$ cat src/rtl/bit_sync_filt.sv
// ---------------------------------------------------------------------------
// bit_sync_filt
//
// Multi-channel single-bit synchronizer with a per-channel stability filter
// and registered edge strobes. Each channel runs through its own flop chain,
// then must hold a new level for FILTER_CYCLES consecutive synchronized
// cycles before SYNC takes it. RISE/FALL pulse for one cycle together with
// the SYNC change.
//
// Parameters:
//   BUS_WIDTH     - number of independent channels (>=1)
//   NUM_STAGES    - synchronizer flops per channel (>=2)
//   FILTER_CYCLES - cycles a new level must hold before it is accepted (>=1)
//   RESET_VALUE   - value loaded into the sync chains and SYNC on reset
//
// Ports:
//   CLK      in   clock for all logic
//   RST      in   synchronous active-high reset
//   ASYNC    in   [BUS_WIDTH] asynchronous inputs
//   SYNC     out  [BUS_WIDTH] filtered synchronized levels (registered)
//   RISE     out  [BUS_WIDTH] one-cycle strobe on SYNC 0->1
//   FALL     out  [BUS_WIDTH] one-cycle strobe on SYNC 1->0
//   ANY_EDGE out  OR of all RISE and FALL bits
// ---------------------------------------------------------------------------
module bit_sync_filt #(
    parameter int                   BUS_WIDTH     = 1,
    parameter int                   NUM_STAGES    = 2,
    parameter int                   FILTER_CYCLES = 1,
    parameter logic [BUS_WIDTH-1:0] RESET_VALUE   = '0
) (
    input  logic                 CLK,
    input  logic                 RST,
    input  logic [BUS_WIDTH-1:0] ASYNC,
    output logic [BUS_WIDTH-1:0] SYNC,
    output logic [BUS_WIDTH-1:0] RISE,
    output logic [BUS_WIDTH-1:0] FALL,
    output logic                 ANY_EDGE
);

    // Counter only needs to reach FILTER_CYCLES-1; keep at least one bit so
    // the unfiltered case still has a legal vector.
    localparam int CNT_W = ($clog2(FILTER_CYCLES + 1) < 1) ? 1 : $clog2(FILTER_CYCLES + 1);
    localparam logic [CNT_W-1:0] CNT_LAST = CNT_W'(FILTER_CYCLES - 1);

    for (genvar i = 0; i < BUS_WIDTH; i++) begin : g_ch
        logic [NUM_STAGES-1:0] stages;
        logic [CNT_W-1:0]      count;
        logic                  sync_r;
        logic                  rise_r;
        logic                  fall_r;
        logic                  s_bit;

        // Only stages[0] samples ASYNC; it is read solely by stages[1].
        always_ff @(posedge CLK) begin
            if (RST) begin
                stages <= {NUM_STAGES{RESET_VALUE[i]}};
            end else begin
                stages <= {stages[NUM_STAGES-2:0], ASYNC[i]};
            end
        end

        assign s_bit = stages[NUM_STAGES-1];

        // A differing level is accepted only after it has differed for
        // FILTER_CYCLES edges in a row; any return to SYNC restarts the count.
        // The strobe registers are cleared every cycle they are not set, so
        // each pulse lasts exactly one cycle.
        always_ff @(posedge CLK) begin
            if (RST) begin
                sync_r <= RESET_VALUE[i];
                count  <= '0;
                rise_r <= 1'b0;
                fall_r <= 1'b0;
            end else begin
                rise_r <= 1'b0;
                fall_r <= 1'b0;
                if (s_bit == sync_r) begin
                    count <= '0;
                end else if (count == CNT_LAST) begin
                    sync_r <= s_bit;
                    count  <= '0;
                    rise_r <= s_bit;
                    fall_r <= ~s_bit;
                end else begin
                    count <= count + CNT_W'(1);
                end
            end
        end

        assign SYNC[i] = sync_r;
        assign RISE[i] = rise_r;
        assign FALL[i] = fall_r;
    end

    assign ANY_EDGE = (|RISE) | (|FALL);

endmodule

$ cat config.mk
export PLATFORM = sky130hd
export DESIGN_NAME = bit_sync_filt
export DESIGN_NICKNAME = d
export VERILOG_FILES = /design/src/rtl/bit_sync_filt.sv
export SDC_FILE = /design/constraint.sdc
export NUM_CORES = 1
export LEC_CHECK = 0
export CAP_MARGIN = 5
export CORE_AREA = 2 2 39 41
export CTS_BUF_LIST = sky130_fd_sc_hd__clkbuf_2
export DETAILED_ROUTE_END_ITERATION = 8
export DIE_AREA = 0 0 41 43
export PLACE_DENSITY = 0.31
export SLEW_MARGIN = 15
export SYNTH_ARGS = -nofsm -noshare
export SYNTH_HDL_FRONTEND = slang
export SYNTH_SLANG_ARGS = --single-unit
export TNS_END_PERCENT = 5
$ cat constraint.sdc
create_clock -name CLK -period 0.8 [get_ports CLK]
set_input_delay 0.08 -clock CLK [delete_from_list [all_inputs] [get_ports CLK]]
set_output_delay 0.08 -clock CLK [all_outputs]
set_load 0.01 [all_outputs]
==> results by group <==
Outcome
  – Status: complete, but fails checks
  – Failing checks: setup timing

Finish
  – Post-layout util: 20.89%
  – Area delta synth->final: 66.19%
  – Final nets: 29
  – Layout cells sized above 1: 45.83%
  – Antenna Cells: 0
  – Cell area after layout: 289.0 µm²
  – Post-route insts no fill: 40

Place
  – Routability cong.: 0.5484
  – Placed cell count: 37
  – Buffers on Ports: 6
  – Post-DP Area: 261.5 µm²
  – Place WS: -0.3176 ns

Floorplanning
  – Core ar.: 1384 µm²
  – Starting Density: 12.57%
  – Die Area: 1763 µm²
  – Die Wd: 41 µm
  – Die height: 43 µm
  – # rows: 14
  – Top Ports: 7

Drt
  – Antenna-violating nets left: 0
  – Drt drc: 0
  – Initial DRC Count: 2
  – Pre-antenna DRT Iters: 2
  – DRT Wirelength: 299 µm
  – Met3 WL: 48 µm
  – Avg Vias per Cell: 3.300
  – Met1 wire length: 109 µm
  – Detailed-route wire length per cell: 7.475 µm
  – DR WL met2: 141 µm
  – Via count: 132
  – Uppermost routed layer: met3

STA
  – Worst setup margin: -0.1550 ns
  – Clk_skew: 0.002416 ns
  – Final Hold Viols: 0
  – Hold WS: 0.4155 ns
  – Fmax: 1047 MHz
  – Min Tclk post-route: 0.9550 ns
  – Fin crit share: 119.4%
  – Final setup fails: 3
  – Final Max Slew Viols: 0
  – RSZ-0062 raised after global routing: true

CTS
  – Clk root buf: clkbuf_2
  – CTS H-tree depth: 1
  – Buffer levels on the longest clock path: 2
  – CTS Buf Count: 3
  – Clk slew on worst S/H paths: 0.06 ns
  – Clk_lat worst skew: 0.21 ns
  – TritonCTS clock tree: yes
  – Clock sinks: 6

Pwr
  – Sequential share of power: 57.1%
  – Switching Share: 21.72%
  – P_leak: 0.1216 nW
  – Comb pwr share: 6.1%
  – Clk pwr share: 36.7%
  – Peak supply drop: 0.0007961 V
  – Net Sw Power: 0.1202 mW
  – Power Density: 1915 nW/µm²
  – Pint: 0.4333 mW

Critical path
  – Critical path class: reg -> out
  – Worst Path Arrival: 0.87 ns
  – Reg2reg path depth: 2
  – Startpoint Class: register
  – Crit path capture type: primary output
  – WP data required: 0.72 ns
  – Critical path peak fanout: 2

Synthesis
  – Syn Inst Count: 14
  – Top cell type's share of synthesized area: 69.06%
  – Largest area contributor in the netlist: dfxtp_1
  – Synthesis warning total: 0
  – Syn nets: 17
  – Number of synthesized register bits: 6
  – Cell area after synthesis: 173.9 µm²
  – Post-synth cell types: 7
  – Synth area leaders: dfxtp_1 69%, nor4b_1 10%, nor2b_1 7.2%, mux2i_1 5.8%, or2_2 3.6%
  – Avg Cell Area, Syn: 12.42 µm²
  – Sequential-to-total area share from yosys stat: 69.06%

Worst hold path
  – Hold depth: 2
  – Hold Crit Class: in -> reg

Global routing
  – Initial antenna violation count: 0
  – Total GRT Usage: 5.226%
  – Number of global-route vias before repair: 136
  – Largest net degree at the start of global routing: 6
  – Total grt overflow: 0
  – First-pass GRT wire length: 510 µm

Job
  – Max-cap viol count: 0
[power groups by stage]
stage	Sequential, mW	Combinational (mW)	Clock, mW
floorplan	0.321	0.00896	0
global placement	0.321	0.0325	0
detailed placement	0.321	0.0327	0
CTS	0.315	0.0333	0.217
global route	0.318	0.0379	0.244
finish	0.316	0.0338	0.203
[critical path, stage by stage (launching register included)]
cell	delay, ns
dfxtp_1	0.30
or2_4	0.24
buf_6	0.12
[placed cells by master, fill, tap and decap left out]
| cell | count |
|---|---|
| buf_2 | 1 |
| buf_4 | 1 |
| buf_6 | 1 |
| clkbuf_2 | 3 |
| clkdlybuf4s15_2 | 1 |
| clkdlybuf4s50_1 | 2 |
| conb_1 | 1 |
| dfxtp_1 | 5 |
| dfxtp_2 | 1 |
| dlygate4sd2_1 | 1 |
| mux2i_1 | 1 |
| nor2_1 | 1 |
| nor2b_1 | 2 |
| nor4b_2 | 2 |
| or2_4 | 1 |
[per-stage QoR]
stage,power [mW],TNS [ns]
2_1_floorplan,0.3303,0
3_3_place_gp,0.3532,-1.040
3_5_place_dp,0.3535,-1.065
4_1_cts,0.5649,-0.3098
5_1_grt,0.5991,-0.4786
6_report,0.5535,-0.2716
[area by class of cell]
cell class / instances / area (µm²)
Timing Repair Buffer: 7 / 63.81
Multi-Input combinational cell: 8 / 68.82
Clock buffer: 3 / 15.01
Fill cell: 148 / 1095
Sequential cell: 6 / 121.4
Tap cell: 16 / 20.02
[cells by family after synthesis]
kind of cell	count (synthesis)	synth area share [%]
DFF	6	69.07
and+or+nand+nor	6	23.02
muxes	1	5.756
other	1	2.156
[sequential cells by signal, summed over array words and instances, names as in the netlist]
name         cells
FALL             1
RISE             1
SYNC             1
g_ch.count       1
g_ch.stages      2
[cells in the mapped netlist]
master   count
nor2_1       1
nor4b_1      2
or2_2        1
conb_1       1
dfxtp_1      6
nor2b_1      2
mux2i_1      1
[worst paths after layout]
kind                      from           endpoint  slack (ns)
min reg2reg  g_ch[0].stages[0]  g_ch[0].stages[1]        0.44
max reg2reg               SYNC               RISE        0.02
max                       FALL           ANY_EDGE       -0.15
min                      ASYNC  g_ch[0].stages[0]        0.42
[repair_timing]
item / CTS / global route
resized for setup: 15 / 2
cloned: 0 / 0
setup buffers: 0 / 0
hold endpoints to repair: 0 / 0
hold buffers: 0 / 0
setup endpoints to repair: 5 / 6
[layer usage]
metal | global-route usage (%) | vias to the layer above
met5 | 0 | -
met4 | 4.000 | 0
met3 | 7.853 | 0
met2 | 5.313 | 9
met1 | 4.516 | 57
li1 | - | 66
Note: power is estimated with default switching activity, not from simulation.
==> variant 1 (config.mk and constraints unchanged) <==
The parameter `NUM_STAGES` goes from 2 to 4. Comments in the files are not updated.
--- a/src/rtl/bit_sync_filt.sv
+++ b/src/rtl/bit_sync_filt.sv
@@ -24,7 +24,7 @@
 // ---------------------------------------------------------------------------
 module bit_sync_filt #(
     parameter int                   BUS_WIDTH     = 1,
-    parameter int                   NUM_STAGES    = 2,
+    parameter int                   NUM_STAGES    = 4,
     parameter int                   FILTER_CYCLES = 1,
     parameter logic [BUS_WIDTH-1:0] RESET_VALUE   = '0
 ) (
Formal check against the unedited RTL: not equivalent (Yosys sat finds a counterexample within 4 cycles, from zero or initial values and one cycle with RST high).
==> variant 1 against the original RTL <==
- the flow still finishes with violations (setup timing)
- sequential share of layout area increased by 4.9 points
- synthesized area increased by 32%
- power increased by 21%
- design area increased by 20%
- routed wire length increased by 18%
- worst hold slack improved by 0.010 ns
- worst setup slack got worse by 0.017 ns
- critical path depth unchanged
- register-to-register slack about the same
- sequential cell count increased by 2
==> variant 1: results (changes against the original RTL) <==
| Metric | Value |
|---|---|
| DRT iter0 DRCs | `0 (-2)` |
| Via count | `161 (+22%)` |
| Nets | `33 (+14%)` |
| Initial DRT Pass Iterations | `1 (-1)` |
| Placer Congestion | `0.580 (+5.8%)` |
| Net count after synthesis | `21 (+4)` |
| Most area-consuming cells after synthesis | `dfxtp_1 70%, and2b_1 9.8%, nor4b_1 7.6%` |
| Sequential area share after synthesis | `69.6% (+0.50 points)` |
| DP Worst Slack | `-0.320 ns (-0.00265 ns)` |
| Final WS setup | `-0.172 ns (-0.0172 ns)` |
| Total track usage | `6.34% (+1.1 points)` |
| Layout cell share with drive strength beyond 1 | `39.3% (-6.5 points)` |
| Drt total wl | `353 µm (+18%)` |
| Largest net degree at the start of global routing | `8 (+2)` |
| Leakage | `0.000153 µW (+26%)` |
| Peak VDD IR | `0.000490 V (-38%)` |
| Post-route cell area | `347 µm² (+20%)` |
| Status | `finished with violations` |
| Failing checks | `setup timing` |
| Clock Latency Late Sink | `0.23 ns (+0.02 ns)` |
| TNS Setup | `-0.328 ns (-0.0567 ns)` |
| Mux cell area share after synthesis | `4.35% (-1.4 points)` |
| Final setup viols | `3 (unchanged)` |
| FILL cells | `155 (+4.7%)` |
| Placed Area | `318 µm² (+22%)` |
| Synth cell types | `8 (+1)` |
| Worst path arrival time | `0.89 ns (+0.02 ns)` |
| Number of cells after detailed placement | `41 (+11%)` |
| Largest register FFs | `4 (+2)` |
| CP max-delay cell | `dfxtp_1` |
| Synth top cells by count | `8 x dfxtp_1, 3 x and2b_1, 2 x nor4b_1` |
| DR WL/cell | `8.02 µm (+7.3%)` |
==> variant 1: cell types whose count changed in the layout (fill, tap and decap cells not counted), sizes merged <==
| cell | unedited run | this run |
|---|---|---|
| and2b | 0 | 3 |
| dfxtp | 6 | 8 |
| nor2b | 2 | 1 |
==> variant 1: repair_timing <==
action	in CTS	in global routing
pin swaps	0	0
buffers inserted	0	0
setup endpoints to repair	5	5
resized for setup	16	2
==> variant 1: worst min path at each step <==
stage | start | endpoint | slack (ns) | depth (start not counted)
4_1_cts | ASYNC | g_ch[0].stages[0] | 0.41 | 2
5_1_grt | ASYNC | g_ch[0].stages[0] | 0.41 | 2
2_1_floorplan | RST | g_ch[0].stages[3] | 0.15 | 1
3_3_place_gp | g_ch[0].stages[0] | g_ch[0].stages[1] | 0.42 | 1
6_report | ASYNC | g_ch[0].stages[0] | 0.43 | 2
3_5_place_dp | g_ch[0].stages[0] | g_ch[0].stages[1] | 0.42 | 1
==> variant 1: power by group <==
group	leakage (µW)	internal, µW	switching (µW)
Clock	0.0000125	102	128
Sequential	0.0000659	409	5.15
Combinational	0.0000749	18.2	8.64
==> variant 1: layout make-up <==
class                           count  share of cell area (%)
Timing Repair Buffer                7                    20.2
Multi-Input combinational cell     10                    22.7
Clock buffer                        3                    4.33
Sequential cell                     8                    46.9
Tap cell                           16                    5.78
==> variant 1: per-layer routing <==
metal  part of all wire [%]  vias up  routed length [µm]  global-route usage, %
li1                       -       77                   -                      -
met1                     38       77                 135                   3.88
met2                     52        7                 182                   8.44
met3                    9.9        0                  35                   4.71
met4                      0        0                   0                   10.0
met5                      0        -                   0                      0
==> variant 2 (config.mk and constraints unchanged) <==
Made on the original files. Register the input `ASYNC` before use, with the module's reset. The logic sees it one clock later.
--- a/src/rtl/bit_sync_filt.sv
+++ b/src/rtl/bit_sync_filt.sv
@@ -42,6 +42,16 @@
     localparam int CNT_W = ($clog2(FILTER_CYCLES + 1) < 1) ? 1 : $clog2(FILTER_CYCLES + 1);
     localparam logic [CNT_W-1:0] CNT_LAST = CNT_W'(FILTER_CYCLES - 1);
 
+    logic [BUS_WIDTH-1:0] ASYNC_q;
+
+    always_ff @(posedge CLK) begin
+        if (RST) begin
+            ASYNC_q <= '0;
+        end else begin
+            ASYNC_q <= ASYNC;
+        end
+    end
+
     for (genvar i = 0; i < BUS_WIDTH; i++) begin : g_ch
         logic [NUM_STAGES-1:0] stages;
         logic [CNT_W-1:0]      count;
@@ -55,7 +65,7 @@
             if (RST) begin
                 stages <= {NUM_STAGES{RESET_VALUE[i]}};
             end else begin
-                stages <= {stages[NUM_STAGES-2:0], ASYNC[i]};
+                stages <= {stages[NUM_STAGES-2:0], ASYNC_q[i]};
             end
         end
 
Formal check against the unedited RTL: not equivalent (a bounded check fails within 4 cycles, from zero or initial values and one cycle with RST high).
==> variant 2 against the original RTL <==
- the flow still finishes with violations (setup timing)
- synthesized area is 15% higher
- worst setup slack worse by 0.025 ns
- routed wire length is 3.3% higher
- power is 19% higher
- largest cell class unchanged
- fmax is 2.5% lower
- die area stayed put
- critical path depth stayed put
- critical endpoint unchanged
- largest power group unchanged
- clock power is 29% higher
- sequential cell count is 1 higher
- design area is 14% higher
- register-to-register slack better by 0.05 ns
- sequential share of layout area is 1.6 points higher
==> variant 2: results (changes against the original RTL) <==
| Metric | Value |
|---|---|
| Cells after Synth | `16 (+2)` |
| Status | `finished with violations` |
| Sequential area share after synthesis | `70.0% (+0.94 points)` |
| Peak VDD IR | `0.000938 V (+18%)` |
| Ant diodes | `0 (unchanged)` |
| Non-Filler Instances | `44 (+10%)` |
| Total track usage | `5.43% (+0.21 points)` |
| Initial DRT Pass Iterations | `4 (+2)` |
| Nets | `32 (+10%)` |
| FILL cells | `147 (-0.68%)` |
| Clock Latency Late Sink | `0.23 ns (+0.02 ns)` |
| Via count | `150 (+14%)` |
| Met1 usage in global routing | `4.21% (-0.31 points)` |
| Mux cell area share after synthesis | `5.00% (-0.76 points)` |
| # port buffers | `6 (unchanged)` |
| Met2 GRT Util | `6.25% (+0.94 points)` |
| Compound-cell area share of the yosys netlist | `0% (unchanged)` |
| Synth top cells by count | `7 x dfxtp_1, 3 x nor2b_1, 2 x nor4b_1` |
| Synth warn | `0 (unchanged)` |
| Placer Congestion | `0.538 (-1.8%)` |
| Worst-path clk slew | `0.07 ns` |
| DRT iter0 DRCs | `3 (+1)` |
| Failing checks | `setup timing` |
| Maximum fanout along the worst path | `2 (unchanged)` |
| Final WS setup | `-0.180 ns (-0.0249 ns)` |
| Adder-cell share of the synthesized area | `0% (unchanged)` |
| Worst path arrival time | `0.90 ns (+0.03 ns)` |
| Reg with most FFs | `g_ch.stages` |
| Drt total wl | `309 µm (+3.3%)` |
| CTS Buf Count | `3 (unchanged)` |
| H-tree depth | `1 (unchanged)` |
| First-pass GRT wire length | `531 µm (+4.1%)` |
| CP max-delay cell | `dfxtp_1` |
| Number of cells after detailed placement | `40 (+8.1%)` |
| DP Worst Slack | `-0.321 ns (-0.00356 ns)` |
| Net count after synthesis | `19 (+2)` |
| Leakage | `0.000141 µW (+16%)` |
| Largest net degree at the start of global routing | `5 (-1)` |
| Final setup viols | `3 (unchanged)` |
| Layout cell share with drive strength beyond 1 | `53.6% (+7.7 points)` |
| Synth cell types | `7 (unchanged)` |
| Most area-consuming cells after synthesis | `dfxtp_1 70%, nor2b_1 9.4%, nor4b_1 8.8%` |
| Skew final | `0.00241 ns (-0.00000989 ns)` |
-- variant 2: cell type report --
class / count / area share [%]
Sequential cell: 7 / 43.6
Multi-Input combinational cell: 9 / 22.7
Timing Repair Buffer: 8 / 21.6
Clock buffer: 4 / 6.06
Tap cell: 16 / 6.06
-- variant 2: power breakdown --
group	leakage (µW)	internal [µW]	total (µW)	switching [µW]
Combinational	0.0000660	21.9	32.4	10.5
Clock	0.0000166	133	261	128
Sequential	0.0000584	359	365	5.79
Total	0.000141	514	658	144
-- variant 2: cells by family (layout without fill, tap and decap cells) --
group,Yosys count,count (layout)
flops,7,7
mux,1,1
other cells,1,1
simple gates,7,7
buf+inv,0,12
-- variant 2: final timing paths --
kind	start	endpoint	slack (ns)	cells past startpoint
setup / recovery	RISE	ANY_EDGE	-0.18	2
hold / removal	ASYNC	ASYNC_q	0.39	2
setup reg to reg	SYNC	SYNC	0.07	3
hold reg to reg	ASYNC_q	g_ch[0].stages[0]	0.44	1
-- variant 2: through the flow --
step / setup TNS [ns] / area [µm²] / power (µW)
global placement: -1.24 / 295 / 403
CTS: -0.372 / 322 / 669
finish: -0.338 / 330 / 658
global route: -0.502 / 330 / 701
detailed placement: -1.24 / 295 / 403
floorplan: 0 / 200 / 379
-- variant 2: routing by layer --
metal  routed length (µm)  up-vias
met5                    0        -
met4                    0        0
met3                   49        0
met2                  137        9
met1                  122       66
li1                     -       75
-- variant 2: what timing repair did --
action | in CTS | in global routing
cloned | 0 | 0
hold buffers | 0 | 0
gates resized for setup | 16 | 3
endpoints found under the setup margin | 5 | 7
pin swaps | 1 | 2
-- variant 2: worst max-delay path, delay by kind of cell (launching register included) --
kind	cells	cell delay (ns)
AND/OR/NAND/NOR	1	0.24
flip-flops	1	0.31
buffers and inverters	1	0.12
